[src/rtl/alu_op_sequencer.sv]
// Front-end controller for the ALU: gathers operand A, operand B and opcode from the switch bus
// on enter strobes, runs the ALU for EXEC_WAIT cycles, captures the result and supports chaining.
module alu_op_sequencer #(
  parameter int unsigned DATA_W    = 8,
  parameter int unsigned EXEC_WAIT = 1
) (
  input  logic              clk,
  input  logic              rst,
  input  logic [DATA_W-1:0] data_in,
  input  logic              enter,
  input  logic              clear,
  output logic [DATA_W-1:0] alu_num1,
  output logic [DATA_W-1:0] alu_num2,
  output logic [2:0]        alu_sel,
  input  logic [DATA_W-1:0] alu_y,
  output logic [DATA_W-1:0] result,
  output logic              result_valid,
  output logic              carry,
  output logic              busy,
  output logic [2:0]        state_dbg
);

  // Counter only needs to hold EXEC_WAIT-1.
  localparam int unsigned CntW = (EXEC_WAIT > 1) ? $clog2(EXEC_WAIT) : 1;
  localparam logic [CntW-1:0] CntLoad = CntW'(EXEC_WAIT - 1);

  typedef enum logic [2:0] {
    StA    = 3'd0,
    StB    = 3'd1,
    StOp   = 3'd2,
    StExec = 3'd3,
    StDone = 3'd4
  } state_e;

  state_e            state_q, state_d;
  logic [DATA_W-1:0] a_q, a_d;
  logic [DATA_W-1:0] b_q, b_d;
  logic [1:0]        sel_q, sel_d;
  logic [DATA_W-1:0] result_q, result_d;
  logic              carry_q, carry_d;
  logic [CntW-1:0]   cnt_q, cnt_d;

  always_ff @(posedge clk or posedge rst) begin
    if (rst) begin
      state_q  <= StA;
      a_q      <= '0;
      b_q      <= '0;
      sel_q    <= '0;
      result_q <= '0;
      carry_q  <= 1'b0;
      cnt_q    <= '0;
    end else begin
      state_q  <= state_d;
      a_q      <= a_d;
      b_q      <= b_d;
      sel_q    <= sel_d;
      result_q <= result_d;
      carry_q  <= carry_d;
      cnt_q    <= cnt_d;
    end
  end

  always_comb begin
    state_d  = state_q;
    a_d      = a_q;
    b_d      = b_q;
    sel_d    = sel_q;
    result_d = result_q;
    carry_d  = carry_q;
    cnt_d    = cnt_q;

    // clear overrides everything, including a capture due this cycle
    if (clear) begin
      state_d = StA;
      carry_d = 1'b0;
    end else begin
      case (state_q)
        StA: begin
          if (enter) begin
            a_d     = data_in;
            state_d = StB;
          end
        end
        StB: begin
          if (enter) begin
            b_d     = data_in;
            state_d = StOp;
          end
        end
        StOp: begin
          if (enter) begin
            sel_d   = data_in[1:0];
            cnt_d   = CntLoad;
            state_d = StExec;
          end
        end
        StExec: begin
          if (cnt_q == '0) begin
            result_d = alu_y;
            // unsigned add wrapped iff the sum is smaller than an addend
            carry_d  = (sel_q == 2'b01) && (alu_y < a_q);
            state_d  = StDone;
          end else begin
            cnt_d = cnt_q - CntW'(1);
          end
        end
        StDone: begin
          if (enter) begin
            a_d     = result_q;
            b_d     = data_in;
            state_d = StOp;
          end
        end
        default: state_d = StA;
      endcase
    end
  end

  assign alu_num1     = a_q;
  assign alu_num2     = b_q;
  assign alu_sel      = {1'b0, sel_q};
  assign result       = result_q;
  assign carry        = carry_q;
  assign result_valid = (state_q == StDone);
  assign busy         = (state_q == StExec);
  assign state_dbg    = state_q;

endmodule

[config.mk]
export PLATFORM = sky130hd
export DESIGN_NAME = alu_op_sequencer
export DESIGN_NICKNAME = d
export VERILOG_FILES = /design/src/rtl/alu_op_sequencer.sv
export SDC_FILE = /design/constraint.sdc
export NUM_CORES = 1
export LEC_CHECK = 0
export ABC_AREA = 1
export CAP_MARGIN = 10
export CORE_MARGIN = 2
export CORE_UTILIZATION = 49
export DETAILED_ROUTE_END_ITERATION = 8
export PLACE_DENSITY = 0.95
export RECOVER_POWER = 50
export SLEW_MARGIN = 10
export SYNTH_ARGS = -nofsm -noshare
export SYNTH_HDL_FRONTEND = slang
export SYNTH_SLANG_ARGS = --single-unit
[constraint.sdc]
create_clock -name clk -period 3.2 [get_ports clk]
set_input_delay 0.48 -clock clk [delete_from_list [all_inputs] [get_ports clk]]
set_output_delay 0.48 -clock clk [all_outputs]
set_load 0.01 [all_outputs]
==> flow_metrics.py, run 1 <==
metrics = {
    "cts": {
        "path_clk_slew_ns": 0.09,
        "cts.repair.resized": 0,
        "cts_root_buf": "clkbuf_4",
        "clkLatencyLatePin_ns": 0.34,
        "hold_buffers": 0,
        "clock-sinks": 30,
        "h-tree-depth": 2,
        "cts_buffers": 5,
        "ctsLongestPathBuffers": 2,
        "cts_tree": "done",
        "postCtsSetupRepairBufs": 0,
    },
    "finish": {
        "area_delta_synth_final_pct": 35.7,
        "drive_above_1_share_pct": 11.3,
        "fin_nets": 264,
        "num_antenna_cells": 0,
        "finalInstanceArea_um2": 2140,
    },
    "routing": {
        "route.detailed.drc": 0,
        "wl_per_cell_um": 12.9,
        "ant_nets": 0,
        "first_iter_violations": 92,
        "avgViaCountPerCell": 5.01,
        "wirelength_mm": 3.64,
        "vias": 1414,
        "drt_first_pass_iters": 4,
    },
    "logic_synthesis": {
        "synth_area_leaders": "dfrtp_1 (48%), nand2_1 (11%), ha_1 (5.5%), inv_1 (5.2%), o21ai_2 (4.4%)",
        "yosysWarnings": 0,
        "synthesis.nets": 208,
        "synth_area_um2": 1580,
        "synth_top_family_by_area": "simple AND/OR/NAND/NOR gates",
        "syn-instance-count": 181,
        "synthSimpleGateAreaFrac_pct": 22.4,
        "yosysTopAreaCell": "dfrtp_1",
        "yosysMostFrequentCell": "nand2_1",
        "synth_xor_area_share_pct": 0,
        "seq_area_frac_synth_pct": 47.5,
        "synthAdderAreaFrac_pct": 5.55,
        "yosys-top-cells-count": "nand2_1 (47), dfrtp_1 (30), inv_1 (22), nor2_1 (13), o21ai_0 (11)",
        "synth_ff_type": "dfrtp_1",
        "async_flop_share_pct": 100,
        "synthMuxAreaShare_pct": 0,
        "synth_top_area_share_pct": 47.5,
        "ys_seq_elements": 30,
        "synth_compound_area_share_pct": 14.6,
        "synth.avg_cell_area_um2": 8.72,
        "yosys.cell_types.count": 25,
        "synth_edf_count": 0,
    },
    "timing": {
        "fmax_mhz": 421,
        "worst_pin_slew_ns": 1.57,
        "setup_viol": 0,
        "timing_hold_violations_final": 0,
        "final.setup.tns_ns": 0,
        "min_period_ns": 2.37,
        "rsz0062_at_grt": "false",
        "drv_slew": 31,
        "clock_skew_ns": 0.00471,
        "relSlewSlack_pct": -4.93,
        "finalCritPeriodShare_pct": 74.1,
        "hold_ws_ns": 0.490,
        "setup_ws_ns": 0.827,
    },
    "global_route": {
        "grt_pass1_wl_mm": 6.24,
        "antenna_found_initial": 0,
        "grt.total_usage_pct": 23.3,
        "grt_util_met2_pct": 38.2,
        "grt_overflow": 0,
        "met1_usage_pct": 28.3,
        "met3_usage_pct": 7.46,
        "grt.busiest_layer": "met2",
        "grt_pass1_vias": 1436,
        "grt_max_degree": 31,
    },
    "floorplanning": {
        "start_util_pct": 51.7,
        "design.core.area_um2": 3050,
        "num_io_pins": 53,
        "dieArea_um2": 3690,
        "core.rowCount": 20,
        "die_y_um": 60.8,
        "die_w_um": 60.8,
    },
    "placed_design": {
        "dpl_worst_slack_ns": 1.24,
        "hpwl_mm": 2.81,
        "place_area_um2": 2110,
        "port_buffers": 51,
        "place_congestion": 0.899,
    },
    "power": {
        "power_density_nw_per_um2": 743,
        "fin_total_pwr_uw": 1590,
        "vdd_drop_max_mv": 0.361,
        "leakagePower_uw": 0.00104,
    },
    "worst_setup_path": {
        "start_kind": "register",
        "end_kind": "primary output",
        "crit_path_max_fanout": 10,
        "required_ns": 2.72,
        "crit_arrival_ns": 1.89,
        "critical_path_class": "reg2out",
    },
    "status": {
        "status": "finished with violations",
        "violations": "capacitance limit, slew limit",
    },
    "hold_path": {
        "worstHoldPathType": "reg2reg",
    },
    "job": {
        "max-cap-violations": 1,
    },
}
[flip-flops by register name (all words and copies together), names as in the netlist]
name / count
alu_num1: 8
alu_num2: 8
carry: 1
result: 8
sel_q: 2
state_dbg: 3
[per-layer routing]
metal	share of wire [%]	vias up
li1	-	690
met1	42	651
met2	48	67
met3	8.5	6
met4	1.5	0
met5	0	-
[where the power goes]
| group | internal, uW | total [uW] | switching [uW] |
|---|---|---|---|
| registers | 526 | 629 | 103 |
| logic | 398 | 720 | 323 |
| clock network | 106 | 241 | 135 |
[final cells by class]
| class | count | area, um2 |
|---|---|---|
| Timing Repair Buffer | 52 | 514 |
| Fill cell | 257 | 911 |
| Tap cell | 44 | 55.1 |
| Inverter | 30 | 114 |
| Multi-Input combinational cell | 118 | 648 |
| Sequential cell | 30 | 751 |
| Clock inverter | 1 | 5.00 |
| Clock buffer | 7 | 55.1 |
[critical path: stages (launching register included)]
cell             delay, ns
dfrtp_1               0.45
inv_1                 0.29
nand3_1               0.19
inv_1                 0.09
clkdlybuf4s50_1       0.53
[per-stage QoR]
stage / util [%] / instances
4_1_cts: 71.2 / 282
3_5_place_dp: 69.2 / 274
6_report: 70.2 / 282
3_3_place_gp: 69.2 / 274
2_1_floorplan: - / 181
5_1_grt: 70.2 / 282
[final timing paths]
path | slack [ns] | cells after the start | start | end
worst max-delay path | 0.83 | 4 | state_dbg[2]$_DFFE_PP0P_ | busy
worst min-delay path | 0.49 | 2 | alu_num2[4]$_DFFE_PP0P_ | alu_num2[4]$_DFFE_PP0P_
worst max register to register | 1.10 | 6 | state_dbg[2]$_DFFE_PP0P_ | result[0]$_DFFE_PP0P_
worst min register to register | 0.49 | 2 | alu_num2[4]$_DFFE_PP0P_ | alu_num2[4]$_DFFE_PP0P_
max in group asynchronous | 1.17 | 3 | rst | result[1]$_DFFE_PP0P_
min in group asynchronous | 1.11 | 3 | rst | alu_num2[7]$_DFFE_PP0P_
[logic make-up (layout without fill, tap and decap cells)]
family          after synthesis  after routing
compound gates               34             34
other cells                   1              1
fa+ha+maj                     7              7
flops                        30             30
simple gates                 76             76
buf+inv                      33             90
[cell usage in the layout (no fill, tap or decap), types with 3 or more instances in the layout]
cell / synthesis / final
clkbuf_4: 0 / 5
nand2_1: 47 / 47
o21ai_0: 11 / 13
dfrtp_1: 30 / 30
o22ai_1: 4 / 4
nor2_1: 13 / 15
o21ai_1: 5 / 3
nand3_1: 7 / 8
o21ai_2: 8 / 8
clkdlybuf4s50_1: 0 / 49
ha_1: 7 / 7
inv_1: 22 / 26
nand2_2: 3 / 3
inv_2: 7 / 3
o22ai_2: 3 / 3
No activity file was read; power rests on OpenSTA's default activity.
==> run 2: changes to the inputs <==
CORE_UTILIZATION = 45   (was 49)
PLACE_DENSITY = 0.89   (was 0.95)
clock period = 2.35 ns   (was 3.2 ns; I/O delays follow)
==> run 2 against run 1 <==
The run still ends with capacitance limit, slew limit left. Wire length is 1.9% higher. Combinational power increased by 36%. Register-to-register slack got worse by 0.76 ns. Sequential share of layout area is 0.12 points lower. Clock-buffer cell count unchanged. Die area rose by 8.3%. Design area up 0.35%. Largest cell class unchanged.
==> flow_metrics.py, run 2 (same netlist as run 1, synthesis figures left out) <==
metrics = {
    "routing": {
        "route.detailed.drc": 0,
        "ant_nets": 0,
        "vias": 1398,
        "drt_first_pass_iters": 6,
        "wirelength_mm": 3.71,
        "wl_per_cell_um": 13.0,
        "first_iter_violations": 145,
        "avgViaCountPerCell": 4.91,
    },
    "worst_setup_path": {
        "crit_path_max_fanout": 6,
        "end_kind": "primary output",
        "start_kind": "register",
        "reg2reg_depth": 6,
        "crit_arrival_ns": 1.73,
        "path_depth": 4,
        "path_buf_inv": 3,
        "slowest_stage": "clkdlybuf4s50_1",
        "crit_family": "buffers and inverters",
        "crit_chain": "inv_1 -> nand3_1 -> inv_2 -> clkdlybuf4s50_1",
        "required_ns": 2.00,
        "critical_path_class": "reg2out",
        "critPathMaxStageDelay_ns": 0.54,
    },
    "floorplanning": {
        "design.core.area_um2": 3360,
        "die_w_um": 63.2,
        "die_y_um": 63.2,
        "dieArea_um2": 4000,
        "start_util_pct": 46.9,
        "core.rowCount": 21,
        "num_io_pins": 53,
    },
    "cts": {
        "hold_buffers": 0,
        "clkLatencyLatePin_ns": 0.34,
        "path_clk_slew_ns": 0.09,
        "postCtsSetupRepairBufs": 0,
        "cts_buffers": 5,
        "cts_tree": "done",
        "h-tree-depth": 2,
        "clock-sinks": 30,
        "ctsLongestPathBuffers": 2,
        "cts.repair.resized": 0,
        "cts_root_buf": "clkbuf_4",
    },
    "hold_path": {
        "worstHoldPathCells": 2,
        "worstHoldPathType": "reg2reg",
    },
    "timing": {
        "final.setup.tns_ns": 0,
        "relSlewSlack_pct": -5.18,
        "fmax_mhz": 481,
        "setup_viol": 0,
        "min_period_ns": 2.08,
        "timing_hold_violations_final": 0,
        "rsz0062_at_grt": "false",
        "drv_slew": 31,
        "clock_skew_ns": 0.00772,
        "finalCritPeriodShare_pct": 88.5,
        "worst_pin_slew_ns": 1.58,
    },
    "power": {
        "power_density_nw_per_um2": 1010,
        "seq_power_share_pct": 39.7,
        "vdd_drop_max_mv": 0.520,
        "leakagePower_uw": 0.00105,
        "power_frac_comb_pct": 45.1,
        "p_sw_uw": 764,
        "swShare_pct": 35.3,
        "clock_power_share_pct": 15.2,
        "p_int_uw": 1400,
    },
    "placed_design": {
        "hpwl_mm": 2.73,
        "place_congestion": 0.819,
        "port_buffers": 51,
        "place_inst": 277,
    },
    "finish": {
        "area_delta_synth_final_pct": 36.1,
        "drive_above_1_share_pct": 11.7,
        "fin_cells": 285,
        "final_common_cell": "clkdlybuf4s50_1",
        "layout_common_cells": "clkdlybuf4s50_1 (49), nand2_1 (48), dfrtp_1 (30)",
        "num_antenna_cells": 0,
        "fin_nets": 265,
    },
    "global_route": {
        "antenna_found_initial": 0,
        "grt_overflow": 0,
        "grt.total_usage_pct": 19.9,
        "grt_max_degree": 31,
        "grt_pass1_wl_mm": 6.04,
        "grt_pass1_vias": 1326,
    },
    "status": {
        "violations": "capacitance limit, slew limit",
        "status": "finished with violations",
    },
    "job": {
        "max-cap-violations": 1,
    },
}
-- run 2: cell count changes in the layout (fill, tap and decap cells not counted), sizes merged --
cell,previous run,this run
buf,0,1
-- run 2: worst register-to-register path, stage by stage, from the launching register on --
cell	delay [ns]
dfrtp_1	0.45
inv_2	0.18
nand3_1	0.15
nor2_1	0.55
inv_1	0.37
nand2_1	0.13
o21ai_1	0.07
-- run 2: metal layers --
metal  wire (um)  up-vias  GRT usage, %
met5           0        -             0
met4          55        0          8.42
met3         273        7          7.14
met2        1820       52          32.4
met1        1560      651          23.8
li1            -      688             -
-- run 2: layout make-up --
class / instances / area (um2)
fillers: 277 / 1210
flip-flops and latches: 30 / 751
multi-input cells: 118 / 646
repair buffers: 53 / 522
inverters: 30 / 114
well taps: 46 / 57.6
clock buffers: 7 / 55.1
clock inverters: 1 / 5.00
-- run 2: path summary, 6_finish.rpt --
path,from,end,slack [ns]
min reg2reg,alu_num2[5]$_DFFE_PP0P_,alu_num2[5]$_DFFE_PP0P_,0.49
max in group asynchronous,rst,alu_num2[2]$_DFFE_PP0P_,0.43
max,state_dbg[1]$_DFFE_PP0P_,result_valid,0.27
max reg2reg,state_dbg[2]$_DFFE_PP0P_,result[0]$_DFFE_PP0P_,0.34
min in group asynchronous,rst,alu_num1[7]$_DFFE_PP0P_,1.00
min,alu_num2[5]$_DFFE_PP0P_,alu_num2[5]$_DFFE_PP0P_,0.49
-- run 2: through the flow --
stage          total power [uW]  setup slack, ns  util, %  instance area, um2  hold WS, ns
3_5_place_dp               1870            0.522     63.1                2120        0.471
4_1_cts                    2200            0.299     64.9                2180        0.400
2_1_floorplan              1330             1.15        -                1580        0.443
5_1_grt                    2320            0.155     63.9                2150        0.526
6_report                   2170            0.271     63.9                2150        0.494
3_3_place_gp               1830            0.578     63.1                2120        0.465
-- run 2: power groups by stage --
stage               Clock [uW]  Combinational [uW]  Sequential [uW]
CTS                        335                1000              866
detailed placement           0                 997              873
floorplan                    0                 382              950
finish                     329                 977              860
global placement             0                 962              872
global route               364                1070              888
